--- src/rtl/bp_lite_to_burst.sv ---
// rtl/bp_lite_to_burst.sv - BedRock Lite to Burst serializer; optional BP_LITE_TO_BURST_HDR_FIRST_EN holds data until the header is sent.
// Header layout, LSB first: msg_type[3:0], subop[3:0], addr[paddr_width_p], size[2:0], payload[payload_width_p].
module bp_lite_to_burst #(
  parameter int          paddr_width_p    = 40,
  parameter int          in_data_width_p  = 512,
  parameter int          out_data_width_p = 64,
  parameter int          payload_width_p  = 16,
  parameter logic [15:0] payload_mask_p   = '0,
  localparam int out_msg_header_width_lp = 4 + 4 + paddr_width_p + 3 + payload_width_p,
  localparam int in_msg_width_lp         = out_msg_header_width_lp + in_data_width_p
) (
  input  logic                               clk_i,
  input  logic                               reset_i,
  input  logic [in_msg_width_lp-1:0]         in_msg_i,
  input  logic                               in_msg_v_i,
  output logic                               in_msg_ready_and_o,
  output logic [out_msg_header_width_lp-1:0] out_msg_header_o,
  output logic                               out_msg_header_v_o,
  input  logic                               out_msg_header_ready_and_i,
  output logic [out_data_width_p-1:0]        out_msg_data_o,
  output logic                               out_msg_data_v_o,
  input  logic                               out_msg_data_ready_and_i
);

  localparam int unsigned ratio_lp          = in_data_width_p / out_data_width_p;
  localparam int unsigned bytes_per_beat_lp = out_data_width_p / 8;
  localparam int          idx_width_lp      = (ratio_lp > 1) ? $clog2(ratio_lp) : 1;
  // One extra bit so a fully drained payload is distinguishable from beat 0
  // while the header is still being held off.
  localparam int          cnt_width_lp      = idx_width_lp + 1;
  localparam int          size_lsb_lp       = 8 + paddr_width_p;

  localparam logic [0:0] e_ready = 1'b0;
  localparam logic [0:0] e_busy  = 1'b1;

  logic [0:0]                               state_q, state_d;
  logic                                     header_sent_q, header_sent_d;
  logic [cnt_width_lp-1:0]                  beat_cnt_q, beat_cnt_d;
  logic [cnt_width_lp-1:0]                  num_beats;
  logic [out_msg_header_width_lp-1:0]       header_q;
  logic [ratio_lp-1:0][out_data_width_p-1:0] data_q;

  logic [3:0]  msg_type;
  logic [2:0]  msg_size;
  logic        has_data, busy;
  logic        in_fire, hdr_fire, data_fire, last_beat, done;
  int unsigned size_beats;

  assign msg_type = header_q[3:0];
  assign msg_size = header_q[size_lsb_lp +: 3];
  assign has_data = payload_mask_p[msg_type];
  assign busy     = (state_q == e_busy);

  always_comb begin
    size_beats = (32'd1 << msg_size) / bytes_per_beat_lp;
    if (size_beats == 0)        size_beats = 1;
    if (size_beats > ratio_lp)  size_beats = ratio_lp;
    num_beats = cnt_width_lp'(size_beats);
  end

  assign in_msg_ready_and_o = (state_q == e_ready) & ~reset_i;
  assign in_fire            = in_msg_ready_and_o & in_msg_v_i;

  assign out_msg_header_o   = header_q;
  assign out_msg_header_v_o = busy & ~header_sent_q;

`ifdef BP_LITE_TO_BURST_HDR_FIRST_EN
  assign out_msg_data_v_o = busy & has_data & (beat_cnt_q < num_beats) & header_sent_q;
`else
  assign out_msg_data_v_o = busy & has_data & (beat_cnt_q < num_beats);
`endif
  assign out_msg_data_o   = data_q[beat_cnt_q[idx_width_lp-1:0]];

  assign hdr_fire  = out_msg_header_v_o & out_msg_header_ready_and_i;
  assign data_fire = out_msg_data_v_o & out_msg_data_ready_and_i;
  assign last_beat = data_fire & ((beat_cnt_q + cnt_width_lp'(1)) == num_beats);
  // Beats may drain before the header, so a late header alone can finish the message.
  assign done      = (header_sent_q | hdr_fire)
                   & (~has_data | (beat_cnt_q >= num_beats) | last_beat);

  always_comb begin
    state_d       = state_q;
    header_sent_d = header_sent_q;
    beat_cnt_d    = beat_cnt_q;
    case (state_q)
      e_ready: begin
        if (in_fire) begin
          header_sent_d = 1'b0;
          beat_cnt_d    = '0;
          state_d       = e_busy;
        end
      end
      e_busy: begin
        if (hdr_fire)  header_sent_d = 1'b1;
        if (data_fire) beat_cnt_d    = beat_cnt_q + cnt_width_lp'(1);
        if (done)      state_d       = e_ready;
      end
      default: state_d = e_ready;
    endcase
  end

  always_ff @(posedge clk_i) begin
    if (reset_i) begin
      state_q       <= e_ready;
      header_sent_q <= 1'b0;
      beat_cnt_q    <= '0;
    end else begin
      state_q       <= state_d;
      header_sent_q <= header_sent_d;
      beat_cnt_q    <= beat_cnt_d;
    end
  end

  always_ff @(posedge clk_i) begin
    if (in_fire) begin
      header_q <= in_msg_i[in_msg_width_lp-1 -: out_msg_header_width_lp];
      data_q   <= in_msg_i[in_data_width_p-1:0];
    end
  end

endmodule
--- config.mk ---
export PLATFORM = sky130hd
export DESIGN_NAME = bp_lite_to_burst
export DESIGN_NICKNAME = d
export VERILOG_FILES = /design/src/rtl/bp_lite_to_burst.sv
export SDC_FILE = /design/constraint.sdc
export NUM_CORES = 1
export LEC_CHECK = 0
export ABC_CLOCK_PERIOD_IN_PS = 17200
export BUFFER_PORTS_ARGS = -buffer_cell sky130_fd_sc_hd__buf_2
export CORE_AREA = 2 2 280 282
export DETAILED_ROUTE_END_ITERATION = 12
export DIE_AREA = 0 0 282 284
export GPL_ROUTABILITY_DRIVEN = 0
export PLACE_DENSITY = 0.55
export SYNTH_ARGS = -nofsm -noshare
export SYNTH_HDL_FRONTEND = slang
export SYNTH_SLANG_ARGS = --single-unit
--- constraint.sdc ---
create_clock -name clk_i -period 17.2 [get_ports clk_i]
set_input_delay 0.86 -clock clk_i [delete_from_list [all_inputs] [get_ports clk_i]]
set_output_delay 0.86 -clock clk_i [all_outputs]
set_load 0.1 [all_outputs]
==> results of run 1 <==
sequential cells by signal (all words and copies together) (netlist names):
register	cells
out_msg_header_o	67
header_sent_q	1
busy	1
beat_cnt_q	3
data_q	512
cells in the mapped netlist, drive strengths merged:
| cell type | instances | area, µm² |
|---|---|---|
| a21oi | 1 | 5.00 |
| a22oi | 1 | 7.51 |
| and2 | 4 | 25.0 |
| buf | 28 | 203 |
| clkbuf | 8 | 30.0 |
| conb | 1 | 3.75 |
| dfxtp | 5 | 100 |
| edfxtp | 579 | 17400 |
| mux2 | 64 | 721 |
| mux4 | 128 | 2880 |
| nand2b | 2 | 12.5 |
| nor2 | 2 | 7.51 |
| nor2b | 2 | 12.5 |
through the flow:
stage / hold WS [ns] / area, µm² / std cells
after detailed placement: 0.519 / 26200 / 2556
after floorplan: 0.466 / 21400 / 825
after CTS: 0.377 / 28300 / 2675
final: 0.442 / 28300 / 2685
after global routing: 0.392 / 28300 / 2684
after global placement: 0.491 / 26200 / 2556
logic make-up after synthesis:
logic type	Yosys count	share of synthesized area [%]
other cells	1	0.0175
compound gates	2	0.0585
mux	192	16.8
simple gates	10	0.269
buf+inv	36	1.09
flops	584	81.7
placed cells by master, fill, tap and decap left out:
cell type   synthesis  final
buf_4               3     11
inv_6               0      2
conb_1              1      1
clkinv_8            0      3
edfxtp_1          579    579
mux2_2             64     64
nor2_1              2      2
dfxtp_1             5      2
nor2b_1             2      2
clkinv_2            0      9
clkinv_4            0      3
clkinv_1            0      9
inv_8               0      2
a22oi_1             1      1
buf_2               3    715
diode_2             0     10
and2_4              0      1
a21oi_1             1      1
clkbuf_16           0     68
nand2b_1            2      2
mux4_2            128    128
clkbuf_1            8     16
dfxtp_4             0      3
clkinvlp_4          0      1
and2_1              4      3
buf_12              0      1
bufinv_16           0      6
critical path: cells and delay by family:
| kind | cells | cell delay, ns |
|---|---|---|
| simple gates | 2 | 0.78 |
| buf+inv | 5 | 3.36 |
layout make-up:
cell class | count | area (µm²)
multi-input combinational | 205 | 3680
fill | 7234 | 48600
antenna | 10 | 25.0
clock inverter | 35 | 382
sequential | 584 | 17500
timing repair buffer | 727 | 3680
clock buffer | 84 | 1760
tap | 1040 | 1300
worst max path at each step:
stage	slack [ns]	from	cells after the start	to
5_1_grt	11.77	busy	6	data_q[175]
4_1_cts	11.97	beat_cnt_q[0]	5	out_msg_data_o[45]
3_5_place_dp	11.51	reset_i	7	data_q[43]
2_1_floorplan	0.90	reset_i	2	data_q[0]
6_report	12.15	reset_i	7	data_q[491]
3_3_place_gp	11.68	reset_i	7	data_q[43]
routing by layer:
layer	vias up	track usage, %	wire, µm
li1	5086	-	-
met1	5737	15.1	19900
met2	468	24.1	29300
met3	116	4.71	5040
met4	20	5.35	1630
met5	-	0	125
power groups by stage:
stage	registers, mW	logic [mW]	clock network, mW
2_1_floorplan	1.76	0.0913	0
6_report	1.65	0.230	1.40
3_5_place_dp	1.68	0.232	0
3_3_place_gp	1.68	0.228	0
4_1_cts	1.65	0.233	1.45
5_1_grt	1.66	0.244	1.50
==> metrics.cfg, run 1 <==
[floorplanning]
fp.dieW_um=282
initial_core_util_pct=27.8
core_area_um2=77000
die_h_um=284
core.rowCount=102
io_pins=718
dieArea_um2=80100

[critical_path]
r2r-end=data_q[491]
cp_slowest_stage_delay_ns=0.90
critPathCaptureType=flop
path_max_fanout=81
crit_chain=buf_2, nor2_1, and2_4, buf_4, buf_4, buf_4, buf_4
cp-start-kind=input port
r2r_setup_slack_ns=12.18
crit_slowest_cell=buf_4
r2r-start=busy
worst_r2r_path_depth=6
required_ns=17.42
cpMostUsedCell=buf_4
arrival_ns=5.27
crit_type=input port to flop

[pwr]
worst_ir_drop_vdd_mv=0.0958
p_comb_share_pct=7.0
power_report.internal_total_mw=2.54
total_power_mw=3.28
clkPwrFrac_pct=42.6
switchingPower_mw=0.743
powerDensity_nw_per_um2=116
p_leak_nw=10.2
p_sw_share_pct=22.7
p_seq_share_pct=50.4

[routing]
vias_per_cell=4.26
initialDrtViolationCount=670
totalWireLength_mm=56.0
wire_per_inst_um=20.9
drt-pass1-iter-count=5
via_count=11400
drc_errors=0
antenna_left=0

[clocking]
clkTransAtPathRegs_ns=0.06
cts.sinks=584
hold_buffers=0
clockBufferDepth=3
postCtsSetupBuffers=0
h-tree-depth=3
cts_made_buffers=67
cts_tree=done
root_buffer=clkbuf_16
clkLatencyLatePin_ns=0.59
cts_resized=0

[logic_synthesis]
syn_avg_cell_area_um2=25.9
netlist_instances=825
synth_seq_cells=584
synth_area_um2=21400
ys_types=16
synth_nets=1409
synth_warnings=0
ys_seq_area_share_pct=81.7

[final_layout]
finalNetCount=2169
area_growth_pct=32.4
drive_gt1_share_pct=62.2
final_util_pct=36.8

[sta]
fin_ws_ns=12.15
tns_ns=0
fmax_ghz=0.198
fin_worst_skew_ns=0.0215
timing.final.crit_share_pct=29.4
tightest_slew_ns=1.09
fin_crit_ns=5.05
rsz0062_at_grt=no
slew-limit-headroom_pct=27.3
setup_viol=0
maxSlewViolCount=0
hold_viol=0

[global_route]
overflow=0
antenna_found_initial=22
grtUsageTotal_pct=13.7
grt_start_max_net_pins=168
grt_first_pass_wirelength_mm=80.6
grt_pass1_vias=12700

[job]
maxCapViolCount=0

[placed_design]
post-place-ws_ns=11.51
dpl.hpwl_mm=40.3
port-buffer-count=715

[min_path]
hold_path_end=out_msg_header_o[44]
hold_path_depth=1
hp-class=input port to flop
min_from=in_msg_i[556]

[run_status]
status=completed

No activity file was read; power rests on OpenSTA's default activity.
==> run 2: changes to the inputs <==
ABC_CLOCK_PERIOD_IN_PS = 4400   (was 17200)
PLACE_DENSITY = 0.57   (was 0.55)
clock period = 4.4 ns   (was 17.2 ns; I/O delays follow)
==> metrics.cfg, run 2 <==
[run_status]
status=did not finish
last-stage-reached=clock tree synthesis (4_1_cts)
error_message=[ERROR RSZ-0060] Max buffer count reached.

[floorplanning]
core.rowCount=102
initial_core_util_pct=27.8
fp.dieW_um=282
die_h_um=284
io_pins=718

[logic_synthesis]
synthFlopType=edfxtp_1
synth_nets=1409
ys_types=16
synth_area_um2=21400
synth.most_common_cell=edfxtp_1
ys_seq_area_share_pct=81.7
yosysTopAreaCell=edfxtp_1
synth_warnings=0
netlist_instances=825
synth_commonest_cells=579 x edfxtp_1, 128 x mux4_2, 64 x mux2_2
synthArstFlopShare_pct=0
synth_top_area_share_pct=81.3
synth_seq_cells=584
synth.area.top_cells=edfxtp_1 81%, mux4_2 13%, mux2_2 3.4%, buf_6 0.58%, dfxtp_1 0.47%
syn_avg_cell_area_um2=25.9
synth_edf_count=579

[clocking]
cts.sinks=584
clockBufferDepth=3
h-tree-depth=3
cts_made_buffers=66
postCtsSetupBuffers=0
cts_resized=0
hold_buffers=539
root_buffer=clkbuf_16

[placed_design]
port-buffer-count=715
dpl.hpwl_mm=40.4

run 2: kinds of logic after synthesis:
kind of cell	after synthesis	synth area share, %
simple gates	10	0.269
buf+inv	36	1.09
compound gates	2	0.0585
flops	584	81.7
other cells	1	0.0175
mux	192	16.8
run 2: stage by stage:
stage,instances,cell area (µm²),util [%],setup WS (ns)
floorplan,825,21400,-,-0.995
global placement,2576,26400,34.3,1.65
detailed placement,2576,26400,34.3,1.69
==> run 3: changes to the inputs <==
ABC_CLOCK_PERIOD_IN_PS = 5700   (was 4400)
CORE_AREA = not set   (was 2 2 280 282)
CORE_MARGIN = 2   (was not set)
CORE_UTILIZATION = 25   (was not set)
DIE_AREA = not set   (was 0 0 282 284)
PLACE_DENSITY = not set   (was 0.57)
PLACE_DENSITY_LB_ADDON = 0.15   (was not set)
clock period = 5.7 ns   (was 4.4 ns; I/O delays follow)
==> metrics.cfg, run 3 <==
[clocking]
cts_resized=0
cts_made_buffers=69
hold_buffers=558
cts.sinks=584
h-tree-depth=3
root_buffer=clkbuf_16
postCtsSetupBuffers=0
clockBufferDepth=3

[logic_synthesis]
syn_avg_cell_area_um2=25.9
synth_top_area_share_pct=81.3
synth_area_um2=21400
synth_nets=1409
synth_warnings=0
yosysTopAreaCell=edfxtp_1
netlist_instances=825
synthArstFlopShare_pct=0
synth_seq_cells=584
synth_edf_count=579
ys_types=16
synth_commonest_cells=579 x edfxtp_1, 128 x mux4_2, 64 x mux2_2
synth.area.top_cells=edfxtp_1 81%, mux4_2 13%, mux2_2 3.4%, buf_6 0.58%, dfxtp_1 0.47%
ys_seq_area_share_pct=81.7
synth.most_common_cell=edfxtp_1
synthFlopType=edfxtp_1

[placed_design]
dpl.hpwl_mm=42.8
port-buffer-count=715

[floorplanning]
core.rowCount=107
initial_core_util_pct=25.2
fp.dieW_um=297
die_h_um=297
io_pins=718

[run_status]
error_message=[ERROR RSZ-0060] Max buffer count reached.
last-stage-reached=clock tree synthesis (4_1_cts)
status=did not finish

-- run 3: cell counts after synthesis --
Identical to the previous run, type by type.
-- run 3: kinds of logic after synthesis --
group	synth area share [%]
buf+inv	1.09
other cells	0.0175
compound gates	0.0585
flops	81.7
simple gates	0.269
mux	16.8
-- run 3: through the flow --
step	setup WS (ns)	hold WS (ns)	cells	area, µm²
floorplan	0.271	0.354	825	21400
global placement	2.69	0.461	2660	26400
detailed placement	2.67	0.463	2660	26400
